`src/rtl/rf_wb_arbiter_pkg.sv`:
```
// Shared widths and the writeback request record for the register-file write port.
package rf_wb_arbiter_pkg;

    localparam int BITS     = 32;
    localparam int REG_AW   = 5;
    localparam int NUM_REGS = 32;

    typedef struct packed {
        logic [REG_AW-1:0] rd;
        logic [BITS-1:0]   data;
    } wb_req_t;

endpackage

```
`src/rtl/rf_wb_arbiter_if.sv`:
```
// Bundle of writeback, issue, multicycle-return, decode and register-file signals.
interface rf_wb_arbiter_if;
    import rf_wb_arbiter_pkg::*;

    logic              wb_wen;
    logic [REG_AW-1:0] wb_rd;
    logic [BITS-1:0]   wb_data;
    logic              wb_hold;

    logic              iss_vld;
    logic [REG_AW-1:0] iss_rd;
    logic              iss_rdy;

    logic              mc_vld;
    logic [REG_AW-1:0] mc_rd;
    logic [BITS-1:0]   mc_data;
    logic              mc_rdy;

    logic [REG_AW-1:0] dec_sr1;
    logic [REG_AW-1:0] dec_sr2;
    logic [REG_AW-1:0] dec_rd;
    logic              dec_stall;

    logic              rf_wen;
    logic [REG_AW-1:0] rf_rd;
    logic [BITS-1:0]   rf_data;

    // Arbiter side
    modport slave (
        input  wb_wen, wb_rd, wb_data, iss_vld, iss_rd, mc_vld, mc_rd, mc_data,
               dec_sr1, dec_sr2, dec_rd,
        output wb_hold, iss_rdy, mc_rdy, dec_stall, rf_wen, rf_rd, rf_data
    );

    // Pipeline / multicycle-unit side
    modport master (
        output wb_wen, wb_rd, wb_data, iss_vld, iss_rd, mc_vld, mc_rd, mc_data,
               dec_sr1, dec_sr2, dec_rd,
        input  wb_hold, iss_rdy, mc_rdy, dec_stall, rf_wen, rf_rd, rf_data
    );

endinterface

```
`src/rtl/rf_wb_arbiter_fifo.sv`:
```
// Small synchronous FIFO buffering multicycle results until the write port is free.
module rf_wb_fifo
    import rf_wb_arbiter_pkg::*;
#(
    parameter int DEPTH = 4
) (
    input  logic    clk,
    input  logic    rst_n,
    input  logic    push,
    input  logic    pop,
    input  wb_req_t din,
    output wb_req_t dout,
    output logic    full,
    output logic    empty
);
    localparam int AW = $clog2(DEPTH);

    wb_req_t       mem [DEPTH];
    logic [AW-1:0] wptr;
    logic [AW-1:0] rptr;
    logic [AW:0]   cnt;
    logic          push_ok;
    logic          pop_ok;

    assign full    = (cnt == (AW+1)'(DEPTH));
    assign empty   = (cnt == '0);
    assign dout    = mem[rptr];
    assign push_ok = push & ~full;
    assign pop_ok  = pop & ~empty;

    // Storage array; contents are don't-care until written, so no reset.
    always_ff @(posedge clk) begin
        if (push_ok) mem[wptr] <= din;
    end

    // Pointers and occupancy; DEPTH is a power of two so pointers wrap naturally.
    always_ff @(posedge clk) begin
        if (!rst_n) begin
            wptr <= '0;
            rptr <= '0;
            cnt  <= '0;
        end else begin
            if (push_ok) wptr <= wptr + 1'b1;
            if (pop_ok)  rptr <= rptr + 1'b1;
            case ({push_ok, pop_ok})
                2'b10:   cnt <= cnt + 1'b1;
                2'b01:   cnt <= cnt - 1'b1;
                default: cnt <= cnt;
            endcase
        end
    end

endmodule

```
`src/rtl/rf_wb_arbiter.sv`:
```
// Register-file write-port arbiter: pipeline writeback vs buffered multicycle
// results, with a pending scoreboard for decode hazard detection.
module rf_wb_arbiter
    import rf_wb_arbiter_pkg::*;
#(
    parameter int MC_DEPTH   = 4,
    parameter int STARVE_MAX = 8
) (
    input  logic            clk,
    input  logic            rst_n,
    rf_wb_arbiter_if.slave  bus
);
    localparam int OW = $clog2(MC_DEPTH) + 1;
    localparam int SW = $clog2(STARVE_MAX) + 1;

    logic [NUM_REGS-1:0] pend;
    logic [NUM_REGS-1:0] pend_set;
    logic [NUM_REGS-1:0] pend_clr;
    logic [NUM_REGS-1:0] pend_eff;
    logic [NUM_REGS-1:0] pend_nxt;
    logic [OW-1:0]       outst;
    logic [SW-1:0]       starve_cnt;
    logic                hold_q;

    wb_req_t head;
    wb_req_t push_req;
    logic    fifo_full;
    logic    fifo_empty;
    logic    push;
    logic    pop;
    logic    wb_eff;
    logic    iss_acc;

    // Results to r0 are acknowledged but never buffered.
    assign push          = bus.mc_vld & bus.mc_rdy & (bus.mc_rd != '0);
    assign push_req.rd   = bus.mc_rd;
    assign push_req.data = bus.mc_data;

    rf_wb_fifo #(.DEPTH(MC_DEPTH)) u_fifo (
        .clk   (clk),
        .rst_n (rst_n),
        .push  (push),
        .pop   (pop),
        .din   (push_req),
        .dout  (head),
        .full  (fifo_full),
        .empty (fifo_empty)
    );

    assign bus.mc_rdy  = ~fifo_full;
    assign bus.wb_hold = hold_q;
    assign bus.iss_rdy = (outst < OW'(MC_DEPTH));
    assign iss_acc     = bus.iss_vld & bus.iss_rdy & (bus.iss_rd != '0);
    assign wb_eff      = bus.wb_wen & (bus.wb_rd != '0) & ~hold_q;

    // Write-port mux: pipeline writeback first, otherwise drain the result buffer.
    always_comb begin
        pop         = 1'b0;
        bus.rf_wen  = 1'b0;
        bus.rf_rd   = '0;
        bus.rf_data = '0;
        if (wb_eff) begin
            bus.rf_wen  = 1'b1;
            bus.rf_rd   = bus.wb_rd;
            bus.rf_data = bus.wb_data;
        end else if (!fifo_empty) begin
            bus.rf_wen  = 1'b1;
            bus.rf_rd   = head.rd;
            bus.rf_data = head.data;
            pop         = 1'b1;
        end
    end

    // Scoreboard set/clear masks for this cycle.
    always_comb begin
        pend_set = '0;
        pend_clr = '0;
        if (iss_acc) pend_set[bus.iss_rd] = 1'b1;
        if (pop)     pend_clr[head.rd]    = 1'b1;
    end

    // The RF bypasses the write-then-read cycle, so a popping register stops stalling now.
    assign pend_eff      = pend & ~pend_clr;
    assign pend_nxt      = pend_eff | pend_set;
    assign bus.dec_stall = pend_eff[bus.dec_sr1] | pend_eff[bus.dec_sr2] | pend_eff[bus.dec_rd];

    // Pending bits; set wins over clear, r0 never pending.
    always_ff @(posedge clk) begin
        if (!rst_n) pend <= '0;
        else        pend <= {pend_nxt[NUM_REGS-1:1], 1'b0};
    end

    // Outstanding multicycle ops: issued but not yet written back.
    always_ff @(posedge clk) begin
        if (!rst_n) begin
            outst <= '0;
        end else begin
            case ({iss_acc, pop})
                2'b10:   outst <= outst + 1'b1;
                2'b01:   outst <= outst - 1'b1;
                default: outst <= outst;
            endcase
        end
    end

    // Starvation: after STARVE_MAX-1 waiting cycles, hold WB for one cycle to force a pop.
    always_ff @(posedge clk) begin
        if (!rst_n) begin
            starve_cnt <= '0;
            hold_q     <= 1'b0;
        end else if (!fifo_empty && !pop) begin
            starve_cnt <= starve_cnt + 1'b1;
            hold_q     <= (starve_cnt == SW'(STARVE_MAX - 2));
        end else begin
            starve_cnt <= '0;
            hold_q     <= 1'b0;
        end
    end

endmodule

```
`src/flat_wrapper.sv`:
```
// flat-port wrapper written by rule: the top's interface ports become plain ports
module rf_wb_arbiter_flat import rf_wb_arbiter_pkg::*;
#(
    parameter int MC_DEPTH   = 4,
    parameter int STARVE_MAX = 8
)
  (clk, rst_n, bus_wb_wen, bus_wb_rd, bus_wb_data, bus_iss_vld, bus_iss_rd, bus_mc_vld, bus_mc_rd, bus_mc_data, bus_dec_sr1, bus_dec_sr2, bus_dec_rd, bus_wb_hold, bus_iss_rdy, bus_mc_rdy, bus_dec_stall, bus_rf_wen, bus_rf_rd, bus_rf_data);
  rf_wb_arbiter_if bus_i ();
  input  logic clk;
  input  logic rst_n;
  input wire logic [$bits(bus_i.wb_wen)-1:0] bus_wb_wen;
  input wire logic [$bits(bus_i.wb_rd)-1:0] bus_wb_rd;
  input wire logic [$bits(bus_i.wb_data)-1:0] bus_wb_data;
  input wire logic [$bits(bus_i.iss_vld)-1:0] bus_iss_vld;
  input wire logic [$bits(bus_i.iss_rd)-1:0] bus_iss_rd;
  input wire logic [$bits(bus_i.mc_vld)-1:0] bus_mc_vld;
  input wire logic [$bits(bus_i.mc_rd)-1:0] bus_mc_rd;
  input wire logic [$bits(bus_i.mc_data)-1:0] bus_mc_data;
  input wire logic [$bits(bus_i.dec_sr1)-1:0] bus_dec_sr1;
  input wire logic [$bits(bus_i.dec_sr2)-1:0] bus_dec_sr2;
  input wire logic [$bits(bus_i.dec_rd)-1:0] bus_dec_rd;
  output wire logic [$bits(bus_i.wb_hold)-1:0] bus_wb_hold;
  output wire logic [$bits(bus_i.iss_rdy)-1:0] bus_iss_rdy;
  output wire logic [$bits(bus_i.mc_rdy)-1:0] bus_mc_rdy;
  output wire logic [$bits(bus_i.dec_stall)-1:0] bus_dec_stall;
  output wire logic [$bits(bus_i.rf_wen)-1:0] bus_rf_wen;
  output wire logic [$bits(bus_i.rf_rd)-1:0] bus_rf_rd;
  output wire logic [$bits(bus_i.rf_data)-1:0] bus_rf_data;
  assign bus_i.wb_wen = bus_wb_wen;
  assign bus_i.wb_rd = bus_wb_rd;
  assign bus_i.wb_data = bus_wb_data;
  assign bus_i.iss_vld = bus_iss_vld;
  assign bus_i.iss_rd = bus_iss_rd;
  assign bus_i.mc_vld = bus_mc_vld;
  assign bus_i.mc_rd = bus_mc_rd;
  assign bus_i.mc_data = bus_mc_data;
  assign bus_i.dec_sr1 = bus_dec_sr1;
  assign bus_i.dec_sr2 = bus_dec_sr2;
  assign bus_i.dec_rd = bus_dec_rd;
  assign bus_wb_hold = bus_i.wb_hold;
  assign bus_iss_rdy = bus_i.iss_rdy;
  assign bus_mc_rdy = bus_i.mc_rdy;
  assign bus_dec_stall = bus_i.dec_stall;
  assign bus_rf_wen = bus_i.rf_wen;
  assign bus_rf_rd = bus_i.rf_rd;
  assign bus_rf_data = bus_i.rf_data;
  rf_wb_arbiter #(.MC_DEPTH(MC_DEPTH), .STARVE_MAX(STARVE_MAX)) u_core (.clk(clk), .rst_n(rst_n), .bus(bus_i));
endmodule
```
`config.mk`:
```
export PLATFORM = sky130hd
export DESIGN_NAME = rf_wb_arbiter_flat
export DESIGN_NICKNAME = d
export VERILOG_FILES = /design/src/rtl/rf_wb_arbiter_pkg.sv /design/src/rtl/rf_wb_arbiter_if.sv /design/src/rtl/rf_wb_arbiter_fifo.sv /design/src/rtl/rf_wb_arbiter.sv /design/src/flat_wrapper.sv
export SDC_FILE = /design/constraint.sdc
export NUM_CORES = 1
export LEC_CHECK = 0
export BUFFER_PORTS_ARGS = -buffer_cell sky130_fd_sc_hd__buf_2
export CORE_MARGIN = 2
export CORE_UTILIZATION = 50
export DETAILED_ROUTE_END_ITERATION = 12
export PLACE_DENSITY_LB_ADDON = 0.12
export SETUP_SLACK_MARGIN = 0.2
export SYNTH_ARGS = -nofsm -noshare
export SYNTH_HDL_FRONTEND = slang
export SYNTH_HIERARCHICAL = 1
export SYNTH_SLANG_ARGS = --single-unit
```
`constraint.sdc`:
```
create_clock -name clk -period 4.2 [get_ports clk]
set_input_delay 0.63 -clock clk [delete_from_list [all_inputs] [get_ports clk]]
set_output_delay 0.63 -clock clk [all_outputs]
set_load 0.01 [all_outputs]
```
==> results.py <==
metrics = {
    "setup_path": {
        "cp-end-kind": "output pin",
        "path_max_fanout": 8,
        "reg2reg_depth": 12,
        "crit_required_ns": 3.57,
        "path_buf_inv": 3,
        "max_stage_delay_ns": 0.64,
        "worst-path-stages": 11,
        "cpMaxStageDelayCell": "mux4_2",
        "path_cells": "mux4_2 -> nor4_2 -> a32oi_1 -> buf_4 -> o21ai_4 -> buf_4 -> o211ai_1 -> a211oi_2 -> o32a_1 -> o2111ai_2 -> buf_2",
        "cp_data_arrival_time_ns": 3.44,
        "start_kind": "flop",
        "crit_top_cell": "buf_4",
        "crit_family": "compound AO/OA/AOI/OAI gates",
        "regToRegSetupSlack_ns": 0.62,
        "timing.setup.critical_path_class": "reg2out",
    },
    "die": {
        "start_util_pct": 51.15,
        "fp.dieH_microns": 139.8,
        "fp-row-count": 49,
        "core_area_sq_um": 18020,
        "dieArea_sq_um": 19540,
        "chipWidth_microns": 139.8,
        "io_pins": 141,
    },
    "layout": {
        "syn2layout_area_growth_pct": 22.91,
        "antenna_cells": 0,
        "fill_cells": 1376,
        "fin_util_pct": 62.86,
        "seq_area_sq_um": 5410,
        "multiInputGateArea_sq_um": 3885,
        "finalNetCount": 955,
        "drive_above_1_share_pct": 37.02,
    },
    "drt": {
        "via_per_inst": 6.295,
        "first_pass_iters": 5,
        "wl_per_cell_microns": 24.14,
        "wl_mm": 26.26,
        "final_antenna_net_count": 0,
        "first_iter_violations": 552,
        "drc_errors": 0,
        "vias": 6849,
    },
    "yosys": {
        "ys_warn_count": 6,
        "synth_cell_types": 72,
        "syn_inst": 682,
        "synth_nets": 791,
        "synth_edf_count": 148,
        "synth_top_area_cell": "edfxtp_1",
        "ys_seq_area_share_pct": 58.63,
        "yosysMostFrequentCell": "edfxtp_1",
        "ys_ff_latch": 196,
        "synth_top_area_share_pct": 48.21,
        "synth_common_cells": "148 x edfxtp_1, 59 x nand2_1, 48 x dfxtp_1",
        "synth_area_sq_um": 9219,
        "synth-async-reset-ratio_pct": 0,
        "syn_avg_cell_area_sq_um": 13.52,
        "ys.flop_type": "edfxtp_1",
        "ys_top_cells_by_area": "edfxtp_1 48%, mux4_2 11%, dfxtp_1 10%",
    },
    "timing": {
        "hold_viol_final": 0,
        "setup-tns-final_ns": 0,
        "period_share_pct": 97.00,
        "rsz0062_at_grt": "yes",
        "fin_skew_ns": 0.01074,
        "drv_slew": 0,
        "setup_ws_ns": 0.1260,
        "fin_crit_ns": 4.074,
        "worst-slew-pin-transition_ns": 1.101,
        "setup_viol": 0,
        "fmax_mhz": 245.5,
        "max_slew_margin_pct": 26.03,
    },
    "power": {
        "switching_share_pct": 32.60,
        "p_comb_share_pct": 28.5,
        "power_switching_w": 0.001828,
        "powerDensity_nw_per_um2": 494.8,
        "seq_power_share_pct": 42.2,
        "peakVddDrop_mv": 0.3156,
        "internal-power_w": 0.003779,
        "p_leak_nw": 4.005,
        "p_clk_share_pct": 29.3,
    },
    "grt": {
        "grt_use_total_pct": 27.11,
        "grt_max_degree": 46,
        "grt_pass1_vias": 6977,
        "overflow": 0,
        "grt_pass1_wl_mm": 40.15,
        "antenna_found_initial": 0,
    },
    "placement": {
        "place.gp.congestion": 0.9515,
        "portBuffers": 140,
        "hpwl_mm": 17.40,
        "pre_cts_slack_ns": 0.2632,
    },
    "cts": {
        "cts_buffers": 17,
        "htree_num_levels": 4,
        "clk-insertion-delay-late_ns": 0.44,
        "cts_root_buf": "clkbuf_16",
        "cts_tree": "built",
        "clock_path_buffers": 2,
        "clock_sinks": 196,
        "cts.clk_slew.worst_paths_ns": 0.08,
    },
    "job": {
        "drv_cap": 0,
    },
    "min_path": {
        "hold_class": "in2reg",
        "holdPathStages": 1,
    },
    "run_status": {
        "status": "completed",
    },
}
## flip-flops by register name (all words and copies together) (netlist names), named ones only
register and cells:
u_core/u_fifo/mem 148, u_core/u_fifo/rptr 2, u_core/outst 3, u_core/u_fifo/cnt 3, u_core/starve_cnt 4, u_core/u_fifo/wptr 2
u_core/pend 31, u_core/bus.wb_hold 1
## through the flow
| step | instance area [sq um] | total power, W | hold slack (ns) | instances |
|---|---|---|---|---|
| floorplan | 9219 | 0.003311 | 0.4171 | 682 |
| global placement | 10160 | 0.003698 | 0.4269 | 1035 |
| detailed placement | 10160 | 0.003743 | 0.4359 | 1035 |
| CTS | 11150 | 0.005545 | 0.3837 | 1081 |
| global route | 11330 | 0.005855 | 0.3871 | 1088 |
| finish | 11330 | 0.005607 | 0.3987 | 1088 |
## routing by layer
layer	GRT usage [%]	vias to the layer above	routed length, microns
li1	-	3029	-
met1	36.32	3406	10740
met2	43.70	340	12700
met3	5.747	74	1817
met4	10.63	0	1001
met5	0	-	0
## final cells by class
| type | instances | share of cell area (%) |
|---|---|---|
| Sequential cell | 196 | 47.75 |
| Multi-Input combinational cell | 423 | 34.29 |
| Timing Repair Buffer | 182 | 9.265 |
| Clock buffer | 17 | 3.754 |
| Tap cell | 229 | 2.529 |
| Clock inverter | 15 | 1.557 |
| Inverter | 26 | 0.8613 |
## cell families after synthesis
kind of cell | count (synthesis) | synth area share, %
flip-flops | 196 | 58.63
AND/OR/NAND/NOR | 166 | 9.093
XOR/XNOR | 8 | 0.7601
multiplexers | 52 | 11.48
adder cells (fa/ha/maj) | 10 | 1.520
AO/OA/AOI/OAI | 185 | 15.02
buffers and inverters | 65 | 3.488
## power by group through the flow
stage / Sequential [W] / Combinational (W) / Clock, W
detailed placement: 0.00241 / 0.00134 / 0
finish: 0.00237 / 0.00160 / 0.00164
global route: 0.00238 / 0.00171 / 0.00176
floorplan: 0.00238 / 0.000933 / 0
CTS: 0.00237 / 0.00149 / 0.00168
global placement: 0.00239 / 0.00131 / 0
## final timing paths
check | endpoint | startpoint
setup / recovery | bus_dec_stall | flop
hold / removal | u_core/u_fifo/mem[2][31] | bus_mc_data[31]
setup reg to reg | u_core/u_fifo/cnt[2] | u_core/u_fifo/cnt[0]
hold reg to reg | u_core/bus.wb_hold | u_core/starve_cnt[3]
## cell usage in the layout (no fill, tap or decap), drive strengths merged, types with 16 or more instances in the layout
cell type | Yosys | final
clkbuf | 26 | 17
nor2 | 37 | 37
a22o | 37 | 37
a21boi | 32 | 32
o21ai | 44 | 44
buf | 13 | 182
o211ai | 16 | 16
inv | 24 | 32
nand2 | 59 | 59
dfxtp | 48 | 48
mux4 | 43 | 44
edfxtp | 148 | 148
## repair_timing
item / 4_1_cts / 5_1_grt
endpoints found under the setup margin: 1 / 1
hold buffers: 0 / 0
cloned: 2 / 0
pin swaps: 12 / 18
setup buffers: 12 / 7
resized for setup: 61 / 28
Note: power is estimated with default switching activity, not from simulation.
